$ cat src/rtl/lc3_pkg.sv
// LC-3 control sequencer shared definitions: FSM state encoding,
// datapath mux/ALU encodings and ISA opcode constants.
package lc3_pkg;

  typedef enum logic [5:0] {
    S00    = 6'd0,
    S01    = 6'd1,
    S02    = 6'd2,
    S03    = 6'd3,
    S04    = 6'd4,
    S05    = 6'd5,
    S06    = 6'd6,
    S07    = 6'd7,
    S09    = 6'd9,
    S10    = 6'd10,
    S11    = 6'd11,
    S12    = 6'd12,
    S14    = 6'd14,
    S15    = 6'd15,
    S16    = 6'd16,
    S18    = 6'd18,
    S20    = 6'd20,
    S21    = 6'd21,
    S22    = 6'd22,
    S23    = 6'd23,
    S24    = 6'd24,
    S25    = 6'd25,
    S26    = 6'd26,
    S27    = 6'd27,
    S28    = 6'd28,
    S29    = 6'd29,
    S30    = 6'd30,
    S31    = 6'd31,
    S32    = 6'd32,
    S33    = 6'd33,
    S35    = 6'd35,
    S_HALT = 6'd40,
    S_ILL  = 6'd41,
    S_P1   = 6'd42,
    S_P2   = 6'd43
  } state_e;

  localparam logic [1:0] ALU_ADD  = 2'b00;
  localparam logic [1:0] ALU_AND  = 2'b01;
  localparam logic [1:0] ALU_NOT  = 2'b10;
  localparam logic [1:0] ALU_PASS = 2'b11;

  localparam logic [1:0] PC_INC   = 2'b00;
  localparam logic [1:0] PC_ADDER = 2'b01;
  localparam logic [1:0] PC_BUS   = 2'b10;

  localparam logic [1:0] A2_ZERO  = 2'b00;
  localparam logic [1:0] A2_OFF6  = 2'b01;
  localparam logic [1:0] A2_OFF9  = 2'b10;
  localparam logic [1:0] A2_OFF11 = 2'b11;

  localparam logic [3:0] OP_BR   = 4'b0000;
  localparam logic [3:0] OP_ADD  = 4'b0001;
  localparam logic [3:0] OP_LD   = 4'b0010;
  localparam logic [3:0] OP_ST   = 4'b0011;
  localparam logic [3:0] OP_JSR  = 4'b0100;
  localparam logic [3:0] OP_AND  = 4'b0101;
  localparam logic [3:0] OP_LDR  = 4'b0110;
  localparam logic [3:0] OP_STR  = 4'b0111;
  localparam logic [3:0] OP_RTI  = 4'b1000;
  localparam logic [3:0] OP_NOT  = 4'b1001;
  localparam logic [3:0] OP_LDI  = 4'b1010;
  localparam logic [3:0] OP_STI  = 4'b1011;
  localparam logic [3:0] OP_JMP  = 4'b1100;
  localparam logic [3:0] OP_RES  = 4'b1101;
  localparam logic [3:0] OP_LEA  = 4'b1110;
  localparam logic [3:0] OP_TRAP = 4'b1111;

endpackage

$ cat src/rtl/lc3_wait_ctr.sv
// SRAM wait-state counter. Ports: Clk, clr (sync clear),
// done (high on the last cycle of a MEM_WAIT-cycle access).
module lc3_wait_ctr #(
  parameter int MEM_WAIT = 3
) (
  input  logic Clk,
  input  logic clr,
  output logic done
);

  localparam logic [3:0] LAST = 4'(MEM_WAIT - 1);

  logic [3:0] cnt;

  always_ff @(posedge Clk) begin
    if (clr) cnt <= 4'd0;
    else     cnt <= cnt + 4'd1;
  end

  assign done = (cnt == LAST);

endmodule

$ cat src/rtl/lc3_ctrl_seq.sv
// LC-3 Moore control sequencer with MEM_WAIT-cycle SRAM accesses.
// Ports: Clk, Reset (sync, high), Run, Continue, Opcode, IR_5, IR_11,
// BEN in; datapath loads, bus gates, mux selects, ALUK, Mem_OE/WE,
// Illegal out. Define LC3_PAUSE_EN to enable the 1101 pause opcode.
module lc3_ctrl_seq
  import lc3_pkg::*;
#(
  parameter int MEM_WAIT = 3
) (
  input  logic       Clk,
  input  logic       Reset,
  input  logic       Run,
  input  logic       Continue,
  input  logic [3:0] Opcode,
  input  logic       IR_5,
  input  logic       IR_11,
  input  logic       BEN,
  output logic       LD_MAR,
  output logic       LD_MDR,
  output logic       LD_IR,
  output logic       LD_BEN,
  output logic       LD_CC,
  output logic       LD_REG,
  output logic       LD_PC,
  output logic       LD_LED,
  output logic       GatePC,
  output logic       GateMDR,
  output logic       GateALU,
  output logic       GateMARMUX,
  output logic [1:0] PCMUX,
  output logic       DRMUX,
  output logic       SR1MUX,
  output logic       SR2MUX,
  output logic       ADDR1MUX,
  output logic [1:0] ADDR2MUX,
  output logic       MARMUX,
  output logic [1:0] ALUK,
  output logic       Mem_OE,
  output logic       Mem_WE,
  output logic       Illegal
);

  state_e state, state_n;
  logic   done, mem_st, clr;

`ifndef LC3_PAUSE_EN
  logic unused_continue;
  assign unused_continue = Continue;
`endif

  assign mem_st = (state == S33) || (state == S25) ||
                  (state == S24) || (state == S28) ||
                  (state == S29) || (state == S16);

  // Counter restarts on every state entry, so it reads 0
  // in the first cycle of each memory access.
  assign clr = Reset || !mem_st || (state_n != state);

  lc3_wait_ctr #(.MEM_WAIT(MEM_WAIT)) u_wait (
    .Clk  (Clk),
    .clr  (clr),
    .done (done)
  );

  always_ff @(posedge Clk) begin
    if (Reset) state <= S_HALT;
    else       state <= state_n;
  end

  always_comb begin
    state_n    = state;
    LD_MAR     = 1'b0;
    LD_MDR     = 1'b0;
    LD_IR      = 1'b0;
    LD_BEN     = 1'b0;
    LD_CC      = 1'b0;
    LD_REG     = 1'b0;
    LD_PC      = 1'b0;
    LD_LED     = 1'b0;
    GatePC     = 1'b0;
    GateMDR    = 1'b0;
    GateALU    = 1'b0;
    GateMARMUX = 1'b0;
    PCMUX      = PC_INC;
    DRMUX      = 1'b0;
    SR1MUX     = 1'b0;
    SR2MUX     = 1'b0;
    ADDR1MUX   = 1'b0;
    ADDR2MUX   = A2_ZERO;
    MARMUX     = 1'b0;
    ALUK       = ALU_ADD;
    Mem_OE     = 1'b0;
    Mem_WE     = 1'b0;
    Illegal    = 1'b0;
    unique case (state)
      S_HALT: if (Run) state_n = S18;
      S18: begin
        LD_MAR = 1'b1; GatePC = 1'b1; LD_PC = 1'b1;
        state_n = S33;
      end
      S33: begin
        Mem_OE = 1'b1; LD_MDR = done;
        if (done) state_n = S35;
      end
      S35: begin
        GateMDR = 1'b1; LD_IR = 1'b1;
        state_n = S32;
      end
      S32: begin
        LD_BEN = 1'b1;
        unique case (Opcode)
          OP_ADD:  state_n = S01;
          OP_AND:  state_n = S05;
          OP_NOT:  state_n = S09;
          OP_BR:   state_n = S00;
          OP_JMP:  state_n = S12;
          OP_JSR:  state_n = S04;
          OP_LD:   state_n = S02;
          OP_LDR:  state_n = S06;
          OP_LDI:  state_n = S10;
          OP_ST:   state_n = S03;
          OP_STR:  state_n = S07;
          OP_STI:  state_n = S11;
          OP_LEA:  state_n = S14;
          OP_TRAP: state_n = S15;
`ifdef LC3_PAUSE_EN
          OP_RES:  state_n = S_P1;
`endif
          default: state_n = S_ILL;
        endcase
      end
      S01, S05, S09: begin
        GateALU = 1'b1; LD_REG = 1'b1; LD_CC = 1'b1;
        ALUK = (state == S01) ? ALU_ADD :
               (state == S05) ? ALU_AND : ALU_NOT;
        SR2MUX = (state != S09) && IR_5;
        state_n = S18;
      end
      S00: state_n = BEN ? S22 : S18;
      S22: begin
        LD_PC = 1'b1; PCMUX = PC_ADDER; ADDR2MUX = A2_OFF9;
        state_n = S18;
      end
      S12, S20: begin
        LD_PC = 1'b1; PCMUX = PC_ADDER; ADDR1MUX = 1'b1;
        state_n = S18;
      end
      S04: begin
        LD_REG = 1'b1; DRMUX = 1'b1; GatePC = 1'b1;
        state_n = IR_11 ? S21 : S20;
      end
      S21: begin
        LD_PC = 1'b1; PCMUX = PC_ADDER; ADDR2MUX = A2_OFF11;
        state_n = S18;
      end
      S02, S03, S10, S11: begin
        LD_MAR = 1'b1; GateMARMUX = 1'b1; ADDR2MUX = A2_OFF9;
        state_n = (state == S02) ? S25 :
                  (state == S03) ? S23 :
                  (state == S10) ? S24 : S29;
      end
      S06, S07: begin
        LD_MAR = 1'b1; GateMARMUX = 1'b1;
        ADDR1MUX = 1'b1; ADDR2MUX = A2_OFF6;
        state_n = (state == S06) ? S25 : S23;
      end
      S24, S25, S28, S29: begin
        Mem_OE = 1'b1; LD_MDR = done;
        if (done)
          state_n = (state == S24) ? S26 :
                    (state == S25) ? S27 :
                    (state == S28) ? S30 : S31;
      end
      S26, S31: begin
        LD_MAR = 1'b1; GateMDR = 1'b1;
        state_n = (state == S26) ? S25 : S23;
      end
      S27: begin
        GateMDR = 1'b1; LD_REG = 1'b1; LD_CC = 1'b1;
        state_n = S18;
      end
      S23: begin
        LD_MDR = 1'b1; SR1MUX = 1'b1;
        ALUK = ALU_PASS; GateALU = 1'b1;
        state_n = S16;
      end
      S16: begin
        Mem_WE = 1'b1;
        if (done) state_n = S18;
      end
      S14: begin
        LD_REG = 1'b1; LD_CC = 1'b1;
        GateMARMUX = 1'b1; ADDR2MUX = A2_OFF9;
        state_n = S18;
      end
      S15: begin
        LD_MAR = 1'b1; GateMARMUX = 1'b1; MARMUX = 1'b1;
        state_n = S28;
      end
      S30: begin
        GateMDR = 1'b1; LD_PC = 1'b1; PCMUX = PC_BUS;
        LD_REG = 1'b1; DRMUX = 1'b1;
        state_n = S18;
      end
      S_ILL: begin
        Illegal = 1'b1;
        state_n = S18;
      end
`ifdef LC3_PAUSE_EN
      S_P1: begin
        LD_LED = 1'b1;
        if (Continue) state_n = S_P2;
      end
      S_P2: if (!Continue) state_n = S18;
`endif
      default: state_n = S18;
    endcase
  end

endmodule

$ cat config.mk
export PLATFORM = sky130hd
export DESIGN_NAME = lc3_ctrl_seq
export DESIGN_NICKNAME = d
export VERILOG_FILES = /design/src/rtl/lc3_pkg.sv /design/src/rtl/lc3_wait_ctr.sv /design/src/rtl/lc3_ctrl_seq.sv
export SDC_FILE = /design/constraint.sdc
export NUM_CORES = 1
export LEC_CHECK = 0
export CAP_MARGIN = 20
export CORE_UTILIZATION = 53
export CTS_BUF_LIST = sky130_fd_sc_hd__clkbuf_4
export DETAILED_ROUTE_END_ITERATION = 7
export PLACE_DENSITY = 0.95
export SLEW_MARGIN = 5
export SYNTH_ARGS = -nofsm -noshare
export SYNTH_HDL_FRONTEND = slang
export SYNTH_SLANG_ARGS = --single-unit
$ cat constraint.sdc
create_clock -name Clk -period 2.6 [get_ports Clk]
set_clock_uncertainty 0.1 [all_clocks]
set_input_delay 0.26 -clock Clk [delete_from_list [all_inputs] [get_ports Clk]]
set_output_delay 0.26 -clock Clk [all_outputs]
set_load 0.01 [all_outputs]
# After elaboration in Yosys (flattened, before gate mapping)
# Memories as Yosys holds them, arrays and structs flattened.
# Index checks and enable logic that the tools add are counted.
dict set report op_classes {
  n_mux 39
  n_addsub 1
  eq_ne 35
  reduce_logical 28
}
# operator n
set ops {}
lappend ops {{$eq A6 B5 Y1 const B} 14}
lappend ops {{$pmux W6 S14} 1}
lappend ops {{$eq A6 B4 Y1 const B} 6}
lappend ops {{$eq A6 B6 Y1 const B} 5}
lappend ops {{$eq A6 B3 Y1 const B} 4}
lappend ops {{$mux W6} 4}
lappend ops {{$mux W1} 20}
lappend ops {{$reduce_or A4 Y1} 5}
lappend ops {{$mux W4} 4}
lappend ops {{$reduce_or A5 Y1} 3}
lappend ops {{$eq A6 B2 Y1 const B} 2}
lappend ops {{$mux W3} 4}
lappend ops {{$reduce_or A6 Y1} 2}
lappend ops {{$reduce_or A10 Y1} 1}
lappend ops {{$pmux W2 S2} 2}
lappend ops {{$reduce_or A2 Y1} 4}
lappend ops {{$reduce_or A8 Y1} 1}
lappend ops {{$logic_or A1 B1 Y1} 7}
lappend ops {{$reduce_or A7 Y1} 1}
lappend ops {{$eq A6 B1 Y1 const B} 1}
lappend ops {{$logic_not A6 Y1} 1}
lappend ops {{$ne A6 B4 Y1 const B} 1}
lappend ops {{$ne A6 B6 Y1} 1}
lappend ops {{$pmux W2 S3} 1}
lappend ops {{other kinds (7)} 8}
dict set report totals {
  rom_bits 80
  mem_count 1
  reg_bits 10
  out_inout_bits 26
  elab_cells 106
  input_bits 11
}
# memory depth word_bits rd rd_ports_with_merged_regs write_ports line
set memory_table {}
lappend memory_table {{(name not given)} 16 5 1 0 0 lc3_ctrl_seq.sv:111} ;# unique case (Opcode)

# Logic depth before layout (Yosys ltp)
# Gate-level depths: netlist (run 1).
dict set report logic_depth {
  word_depth 9
  ltp_mapped 7
  mapped_depth_nobuf 6
}

# Modules after synthesis
# A second synthesis (run 1) with hierarchy kept.
dict set report hier_totals {
  hier_cells 189
  area_unflattened_um2 1308.8
}
# module area_per_inst_um2 n_inst seq_area_each_um2 cells_each
set modules_own_cells {}
lappend modules_own_cells {lc3_ctrl_seq 1137.3 1 120.1 173}
lappend modules_own_cells {lc3_wait_ctr 171.4 1 80.1 16}

# Worst setup path after synthesis (run 1)
# No wires, ideal clock.
dict set report synth_timing {
  kind {register to output}
  from {reg state[2]}
  to {out LD_MDR}
  path_slack_ns 0.808
  arrival_time_ns 1.432
  path_stages_with_launch 6
  required_time_ns 2.240
  path_buffers 2
  path_cell_list {dfxtp_1 buf_2 buf_4 nand2_1 nor4_1 a21o_1}
}
dict set report synth_between {
  elab_chain_cells 3
  elab_cells_between_ends 8
  cone_classes {eq/ne: 6; mux: 1; reduce/logical: 1}
}
# element line
set synth_rtl {}
lappend synth_rtl {{start: declaration} lc3_ctrl_seq.sv:43} ;# state_e state, state_n;
lappend synth_rtl {{start signal: assignment} lc3_ctrl_seq.sv:67} ;# else state <= state_n;
lappend synth_rtl {{$eq A6 B6 Y1 / $eq A6 B5 Y1 (equally long branches)} lc3_ctrl_seq.sv:95} ;# unique case (state)
lappend synth_rtl {{$reduce_or A5 Y1 (no source line)} --}
lappend synth_rtl {{$pmux W1 S2 *} lc3_ctrl_seq.sv:95}
lappend synth_rtl {{end: declaration} lc3_ctrl_seq.sv:19} ;# output logic LD_MDR,
# Mark *: on every way between the ends. The rest lies on a longest branch, timed or not.

# Worst setup path in the final report (run 1)
dict set report layout_timing {
  from {reg state[2]}
  to {out LD_PC}
}
dict set report layout_between {
  elab_chain_cells 3
  elab_cells_between_ends 8
  cone_classes {eq/ne: 6; mux: 1; reduce/logical: 1}
}
# element line
set layout_rtl {}
lappend layout_rtl {{$eq A6 B5 Y1 / $eq A6 B4 Y1 (equally long branches)} lc3_ctrl_seq.sv:95}
lappend layout_rtl {{$reduce_or A6 Y1 (no source line) *} --}
lappend layout_rtl {{$mux W1 *} lc3_ctrl_seq.sv:95}
lappend layout_rtl {{end: declaration} lc3_ctrl_seq.sv:24} ;# output logic LD_PC,
# Marks and branches as above.

==> parameters.txt, run 1 <==
Parameter                              Value

Layout
  Share of post-route cells with drive strength above 1 ... 12.7%
  Area growth, synth to finish ... 33.2%
  Final std cells w/o fill ... 257
  Final layout net count ... 243
  Filler Cells Inserted ... 175
  Total inserted antenna cells ... 0

Route
  Detail-routed net length per standard cell ... 14.6 um
  Residual antenna-violating net count after detailed routing ... 0
  Iteration-0 DRC Markers ... 111
  Post-route DRC violation count ... 0
  TritonRoute pass-1 iters ... 5
  Number of vias per cell after detailed routing ... 6.22
  Overall routed net length ... 3.74 mm
  Detailed-route via count ... 1598

Worst setup path
  Worst-path cell chain ... nand2b_1 > o32a_1 > nor2_1 > a31oi_1 > nor2_1 > clkdlybuf4s50_1
  Worst R2R Path Depth ... 6
  Peak per-stage delay on the critical path ... 0.61 ns
  Most frequent cell on the critical path ... nor2_1
  Setup slack of the most critical reg-to-reg path ... 0.58 ns
  Critical R2R Launch ... state[2]
  Buffer and inverter count on the worst path ... 1
  Startpoint types ... flip-flop
  Max FO, Critical Path ... 14
  Cell type group with the largest total delay on the critical path ... flip-flops
  Req. time, crit path ... 2.24 ns
  Destination of the worst register-to-register timing path ... state[1]
  Worst Path Class, Setup ... flip-flop to output pin
  Crit. End Element ... output pin
  Worst EP arrival ... 2.12 ns
  Worst-path cell with the longest stage delay ... dfxtp_1

Power and ir drop
  Power density relative to cell area ... 881 nW/um^2
  Peak supply drop ... 0.612 mV
  Leak ... 0.610 nW

Synthesis
  Count of mapped cells out of synthesis ... 195
  FFs w/ async S/R, synth ... 0%
  Share of cell area taken by muxes after synthesis ... 1.70%
  Yosys warnings ... 0
  Distinct cell type count after synthesis ... 51
  Synth Area in XOR/XNOR ... 2.10%
  Combinational family with the most area after synthesis ... simple AND/OR/NAND/NOR gates
  Fraction of the mapped netlist area in compound gates ... 27.3%
  Synth Area in Adders ... 2.00%
  Average footprint of a synthesized cell ... 6.40 um^2
  Synth Area in Simple Gates ... 40.6%
  Number of enable flip-flop cells after synthesis ... 0
  Sequential share of the synthesized area ... 16.0%
  Total standard cell area after synthesis ... 1250 um^2
  Count of state elements after synthesis ... 10
  Total nets after synthesis ... 208
  Ys flop type ... dfxtp_1

STA
  Final worst-path cycle share ... 95.5%
  # setup viols final ... 0
  Final setup TNS ... 0 ns
  Final Hold Viols ... 0
  Setup repair after global routing missed its margin ... false
  Min Clock Period, post-route ... 2.48 ns
  Peak Freq ... 0.403 GHz
  Max-slew violations ... 0

Global route
  Total track usage ... 29.8%
  Remaining global-route overflow ... 0
  Largest net degree at the start of global routing ... 21
  Number of global-route vias before repair ... 1290
  Number of antenna violations at the first check in global routing ... 0
  Global-route wire length before repair ... 5.92 mm

Placed design
  Port Buf Inserts ... 34
  Placed cell count ... 253
  Final weighted congestion in routability-driven placement ... 0.922
  HPWL after detailed placement ... 2.72 mm

Die
  Number of rows in the core area ... 17
  Die width ... 50.5 um
  I/O pin cnt ... 37
  Die Y-Extent ... 50.5 um
  DIE AREA ... 2550 um^2
  Placeable Area ... 2210 um^2
  Starting density of the core ... 56.4%

Job
  Number of max-capacitance violations reported ... 0

Clock tree
  CTS Buffer Depth ... 2
  Sink count of the clock tree ... 10
  Clock H-tree levels ... 1
  Post-cts hold buffer count ... 0
  Setup bufs post-CTS ... 0
  Clock slew at reported path FFs ... 0.07 ns
  Cell at the root of the clock tree ... clkbuf_4
  Clock tree from TritonCTS ... yes
  Number of buffers added by the clock tree synthesis step ... 3
  Clk_lat worst skew ... 0.27 ns

Run status
  Result of the run ... finished, final reports clean

Min path
  Startpoint of the tightest hold check path ... u_wait.cnt[0]
  End of the worst hold path ... u_wait.cnt[0]
  Number of cells traversed by the worst hold path ... 1
  HP Class ... flip-flop to flip-flop
-- logic make-up (layout without fill, tap and decap cells) --
| group | count (synthesis) | after routing |
|---|---|---|
| AO/OA/AOI/OAI | 52 | 52 |
| buffers and inverters | 24 | 58 |
| adder cells (fa/ha/maj) | 2 | 2 |
| multiplexers | 2 | 2 |
| AND/OR/NAND/NOR | 101 | 101 |
| XOR/XNOR | 3 | 3 |
| other | 1 | 1 |
| flip-flops | 10 | 10 |
-- registers in the layout, indices dropped and copies added (netlist names) --
name,count
state,6
u_wait.cnt,4
-- per-layer routing --
metal | part of all wire, % | routed length, um | vias to the layer above | GRT usage (%)
li1 | - | - | 761 | -
met1 | 42 | 1560 | 725 | 41.4
met2 | 46 | 1740 | 108 | 48.2
met3 | 11 | 427 | 4 | 5.76
met4 | 0.51 | 19 | 0 | 4.17
met5 | 0 | 0 | - | 0
-- per-stage QoR --
step / instance area, um^2 / setup slack (ns) / utilization, % / hold slack [ns] / power (mW)
2_1_floorplan: 1250 / 0.808 / - / 0.223 / 1.02
3_3_place_gp: 1630 / 0.281 / 73.5 / 0.346 / 1.28
3_5_place_dp: 1630 / 0.255 / 73.5 / 0.386 / 1.31
4_1_cts: 1650 / 0.0842 / 74.8 / 0.400 / 1.42
5_1_grt: 1660 / 0.0261 / 75.2 / 0.415 / 1.57
6_report: 1660 / 0.116 / 75.2 / 0.386 / 1.46
-- cells in the mapped netlist (2+ instances only) --
library cell | count | area share, %
buf_4 | 4 | 2.4
or2_2 | 2 | 1.0
buf_2 | 10 | 4.0
nand4b_1 | 2 | 1.4
a22oi_1 | 3 | 1.8
nor2b_1 | 10 | 5.0
dfxtp_1 | 10 | 16
ha_1 | 2 | 2.0
and3_1 | 3 | 1.5
o22ai_1 | 2 | 1.0
a211oi_1 | 3 | 1.8
nor3b_1 | 2 | 1.2
nor4_1 | 2 | 1.0
a21oi_1 | 18 | 7.2
nor3_1 | 4 | 1.6
or3_1 | 3 | 1.5
nand2_1 | 24 | 7.2
xnor2_1 | 2 | 1.4
nand2b_1 | 2 | 1.0
o21ai_0 | 7 | 2.8
nor2_1 | 30 | 9.0
a32oi_1 | 2 | 1.4
nand3_1 | 11 | 4.4
inv_1 | 6 | 1.8
buf_1 | 2 | 0.60
a31oi_1 | 4 | 2.0
-- worst max path at each step --
| stage | startpoint | to | slack [ns] | depth (start not counted) |
|---|---|---|---|---|
| finish | state[2] | LD_PC | 0.12 | 6 |
| global route | state[2] | LD_CC | 0.03 | 7 |
| CTS | state[2] | LD_CC | 0.08 | 7 |
| detailed placement | state[4] | LD_MDR | 0.26 | 5 |
| global placement | state[4] | LD_MDR | 0.28 | 5 |
| floorplan | state[2] | LD_MDR | 0.81 | 5 |
-- timing repair --
item                                    in CTS  in global routing
endpoints found under the setup margin       4                  4
resized for setup                            1                  4
pin swaps                                    0                  0
-- layout make-up --
cell class	instances	area, um^2	area share [%]
well taps	28	35.0	2.11
clock inverters	1	3.75	0.226
multi-input cells	161	931	56.0
inverters	6	22.5	1.35
clock buffers	3	22.5	1.35
flip-flops and latches	10	203	12.2
repair buffers	48	445	26.8
-- power breakdown --
part / total [mW] / switching [mW] / internal, mW
clock network: 0.109 / 0.0535 / 0.0554
logic: 1.03 / 0.575 / 0.459
registers: 0.322 / 0.129 / 0.193
-- cells in the final DEF (no fill, tap or decap), drive strengths merged, types with 2 or more instances in the layout --
| cell type | n |
|---|---|
| clkdlybuf4s50 | 34 |
| nor2 | 30 |
| nand2 | 24 |
| a21oi | 19 |
| buf | 14 |
| nand3 | 11 |
| nor2b | 10 |
| dfxtp | 10 |
| o21ai | 8 |
| inv | 6 |
| nor3 | 5 |
| a31oi | 4 |
| and3 | 3 |
| a211oi | 3 |
| a22oi | 3 |
| or3 | 3 |
| clkbuf | 3 |
| nor4 | 2 |
| nor3b | 2 |
| o22ai | 2 |
| a32oi | 2 |
| or2 | 2 |
| nand2b | 2 |
| nand4b | 2 |
| xnor2 | 2 |
| ha | 2 |
| a41oi | 2 |
Note: power is estimated with default switching activity, not from simulation.
==> run 2, diff against run 1 <==
--- a/config.mk
+++ b/config.mk
@@ -6,10 +6,11 @@
 export NUM_CORES = 1
 export LEC_CHECK = 0
 export CAP_MARGIN = 20
-export CORE_UTILIZATION = 53
+export CORE_UTILIZATION = 44
 export CTS_BUF_LIST = sky130_fd_sc_hd__clkbuf_4
+export CTS_CLUSTER_SIZE = 25
 export DETAILED_ROUTE_END_ITERATION = 7
-export PLACE_DENSITY = 0.95
+export PLACE_DENSITY = 0.86
 export SLEW_MARGIN = 5
 export SYNTH_ARGS = -nofsm -noshare
 export SYNTH_HDL_FRONTEND = slang
==> constraint.sdc (replaced) <==
create_clock -name Clk -period 2.1 [get_ports Clk]
set_clock_uncertainty 0.1 [all_clocks]
set_input_delay 0.21 -clock Clk [delete_from_list [all_inputs] [get_ports Clk]]
set_output_delay 0.21 -clock Clk [all_outputs]
set_load 0.01 [all_outputs]
==> run 2 against run 1 <==
Effect of this change: the flow now finishes with violations (setup timing); utilization shrank 1.8 points; global-route usage shrank 3.2 points; hold slack lost 0.018 ns; setup slack lost 0.12 ns; sequential power grew 14%; die area grew 20%; clock power grew 28%; wire length grew 14%; first-iteration DRC count shrank 31%; register-to-register slack lost 0.25 ns; non-clock buffer count grew 23; design area grew 13%; highest routed layer unchanged.
==> parameters.txt, run 2 (synthesis gave the netlist of run 1 again) <==
Parameter                              Value

Global route
  Largest net degree at the start of global routing ... 22 (+4.8%)
  Number of antenna violations at the first check in global routing ... 0 (unchanged)
  Number of global-route vias before repair ... 1477 (+14%)
  Remaining global-route overflow ... 0 (unchanged)
  Total track usage ... 26.5% (-3.2 points)
  Global-route wire length before repair ... 6.71 mm (+13%)

Worst setup path
  First element of the critical path ... state[4]
  Max FO, Critical Path ... 10 (-4)
  Req. time, crit path ... 1.79 ns (-0.45 ns)
  Critical R2R Launch ... state[2]
  Crit. End Element ... output pin
  Worst R2R Path Depth ... 7 (+1)
  Setup slack of the most critical reg-to-reg path ... 0.33 ns (-0.25 ns)
  Startpoint types ... flip-flop
  Worst Path Class, Setup ... flip-flop to output pin
  Destination of the worst register-to-register timing path ... state[1]
  Worst EP arrival ... 1.80 ns (-0.32 ns)

Power and ir drop
  Peak supply drop ... 0.789 mV (+29%)
  Power density relative to cell area ... 1120 nW/um^2 (+28%)
  Leak ... 0.927 nW (+52%)
  Switching share of power ... 48.6% (-3.1 points)
  Sw Pwr ... 1.03 mW (+36%)
  Internal power component ... 1.09 mW (+54%)
  Clk network pwr share ... 6.6% (-0.8 points)
  Share of total power in combinational logic ... 76.1% (+5.5 points)
  Final Total Pwr ... 2.11 mW (+44%)
  Share of total power in sequential cells ... 17.3% (-4.7 points)

Job
  Number of max-capacitance violations reported ... 0 (unchanged)

Layout
  Most frequent cells in the layout ... buf_4 (35), nor2_1 (26), nand2_1 (23)
  Total inserted antenna cells ... 0 (unchanged)
  Final layout net count ... 266 (+9.5%)
  Largest registers ... state x6, u_wait.cnt x4
  Filler Cells Inserted ... 194 (+11%)
  Area growth, synth to finish ... 50.8%
  Post-layout utilization of the core ... 73.3% (-1.8 points)
  Most common cell after layout, fill and taps aside ... buf_4
  Largest register FFs ... 6 (unchanged)
  Register with the most flip-flops ... state
  Layout Cell Area excl Fill ... 1880 um^2 (+13%)
  Share of post-route cells with drive strength above 1 ... 25.0% (+12 points)

Die
  Die width ... 55.3 um (+9.4%)
  Die Y-Extent ... 55.3 um (+9.4%)
  I/O pin cnt ... 37 (unchanged)
  Placeable Area ... 2570 um^2 (+16%)
  Number of rows in the core area ... 18 (+1)
  DIE AREA ... 3050 um^2 (+20%)
  Starting density of the core ... 48.6% (-7.8 points)

Clock tree
  Clk_lat worst skew ... 0.27 ns (about the same)
  CTS Buffer Depth ... 2 (unchanged)
  Clock H-tree levels ... 1 (unchanged)
  Clock tree from TritonCTS ... yes
  Sink count of the clock tree ... 10 (unchanged)
  Number of buffers added by the clock tree synthesis step ... 3 (unchanged)
  Cell at the root of the clock tree ... clkbuf_4
  Clock slew at reported path FFs ... 0.07 ns (about the same)

STA
  Max-slew violations ... 0 (unchanged)
  Fin worst setup slack ... -0.00803 ns (-0.124 ns)
  Final setup TNS ... -0.00803 ns (-0.00803 ns)
  Min Clock Period, post-route ... 2.11 ns
  Final worst-path cycle share ... 100%
  Final Hold Viols ... 0 (unchanged)
  Peak Freq ... 0.474 GHz
  # setup viols final ... 1 (+1)
  Worst hold slack ... 0.369 ns (-0.0178 ns)

Route
  Number of vias per cell after detailed routing ... 5.99 (-3.6%)
  Detail-routed net length per standard cell ... 15.1 um (+3.7%)
  Overall routed net length ... 4.26 mm (+14%)
  Detailed-route via count ... 1690 (+5.8%)
  Residual antenna-violating net count after detailed routing ... 0 (unchanged)
  Iteration-0 DRC Markers ... 77 (-31%)
  Post-route DRC violation count ... 0 (unchanged)
  TritonRoute pass-1 iters ... 4 (-1)

Min path
  HP Class ... flip-flop to flip-flop
  Startpoint of the tightest hold check path ... u_wait.cnt[0]
  Number of cells traversed by the worst hold path ... 1 (unchanged)
  End of the worst hold path ... u_wait.cnt[0]

Run status
  Result of the run ... finished with violations
  Failing checks ... setup timing

Placed design
  HPWL after detailed placement ... 3.08 mm (+13%)
  Port Buf Inserts ... 34 (unchanged)
  Final weighted congestion in routability-driven placement ... 0.893 (-3.2%)
  Area of placed instances ... 1770 um^2 (+8.9%)
[run 2: worst max-delay path by stage]
stage                        endpoint
after floorplan                LD_MDR
after global placement       PCMUX[0]
after detailed placement     PCMUX[0]
after CTS                 ADDR2MUX[0]
after global routing            LD_IR
final                           LD_IR
[run 2: per-layer routing]
layer  vias up  routed length [um]  global-route usage, %
met4         0                  79                   7.14
li1        809                   -                      -
met1       745                1740                   35.3
met2       122                2010                   43.2
met5         -                   0                      0
met3        14                 430                   5.62
[run 2: final cells by class]
class	instances	area (um^2)	area share [%]
inverter	6	22.5	1.20
multi-input combinational	161	963	51.2
tap	30	37.5	1.99
sequential	10	214	11.4
timing repair buffer	71	619	32.9
clock inverter	1	3.75	0.199
clock buffer	3	22.5	1.20
[run 2: critical path: stages, from the launching register on]
cell and delay (ns):
dfxtp_4 0.38, nor2b_1 0.17, buf_4 0.18, nand2_1 0.10
nor2_1 0.14, clkdlybuf4s50_1 0.55
[run 2: metrics by stage]
| step | std cells | setup WS (ns) |
|---|---|---|
| floorplan | 195 | 0.358 |
| global placement | 274 | -0.0178 |
| global route | 282 | -0.0859 |
| finish | 282 | -0.00803 |
| detailed placement | 274 | -0.0354 |
| CTS | 279 | 0.0106 |
[run 2: power groups by stage]
stage                     clock, mW  sequential, mW  combinational (mW)
after floorplan                   0           0.272               0.988
after global placement            0           0.347                1.44
after detailed placement          0           0.349                1.47
after CTS                     0.139           0.362                1.50
after global routing          0.154           0.375                1.76
final                         0.139           0.367                1.61
[run 2: what timing repair did]
item                                    in CTS  in global routing
hold buffers                                 0                  0
resized for setup                           33                 12
endpoints found under the setup margin      25                  8
buffers inserted                             1                  3
pin swaps                                    0                  1
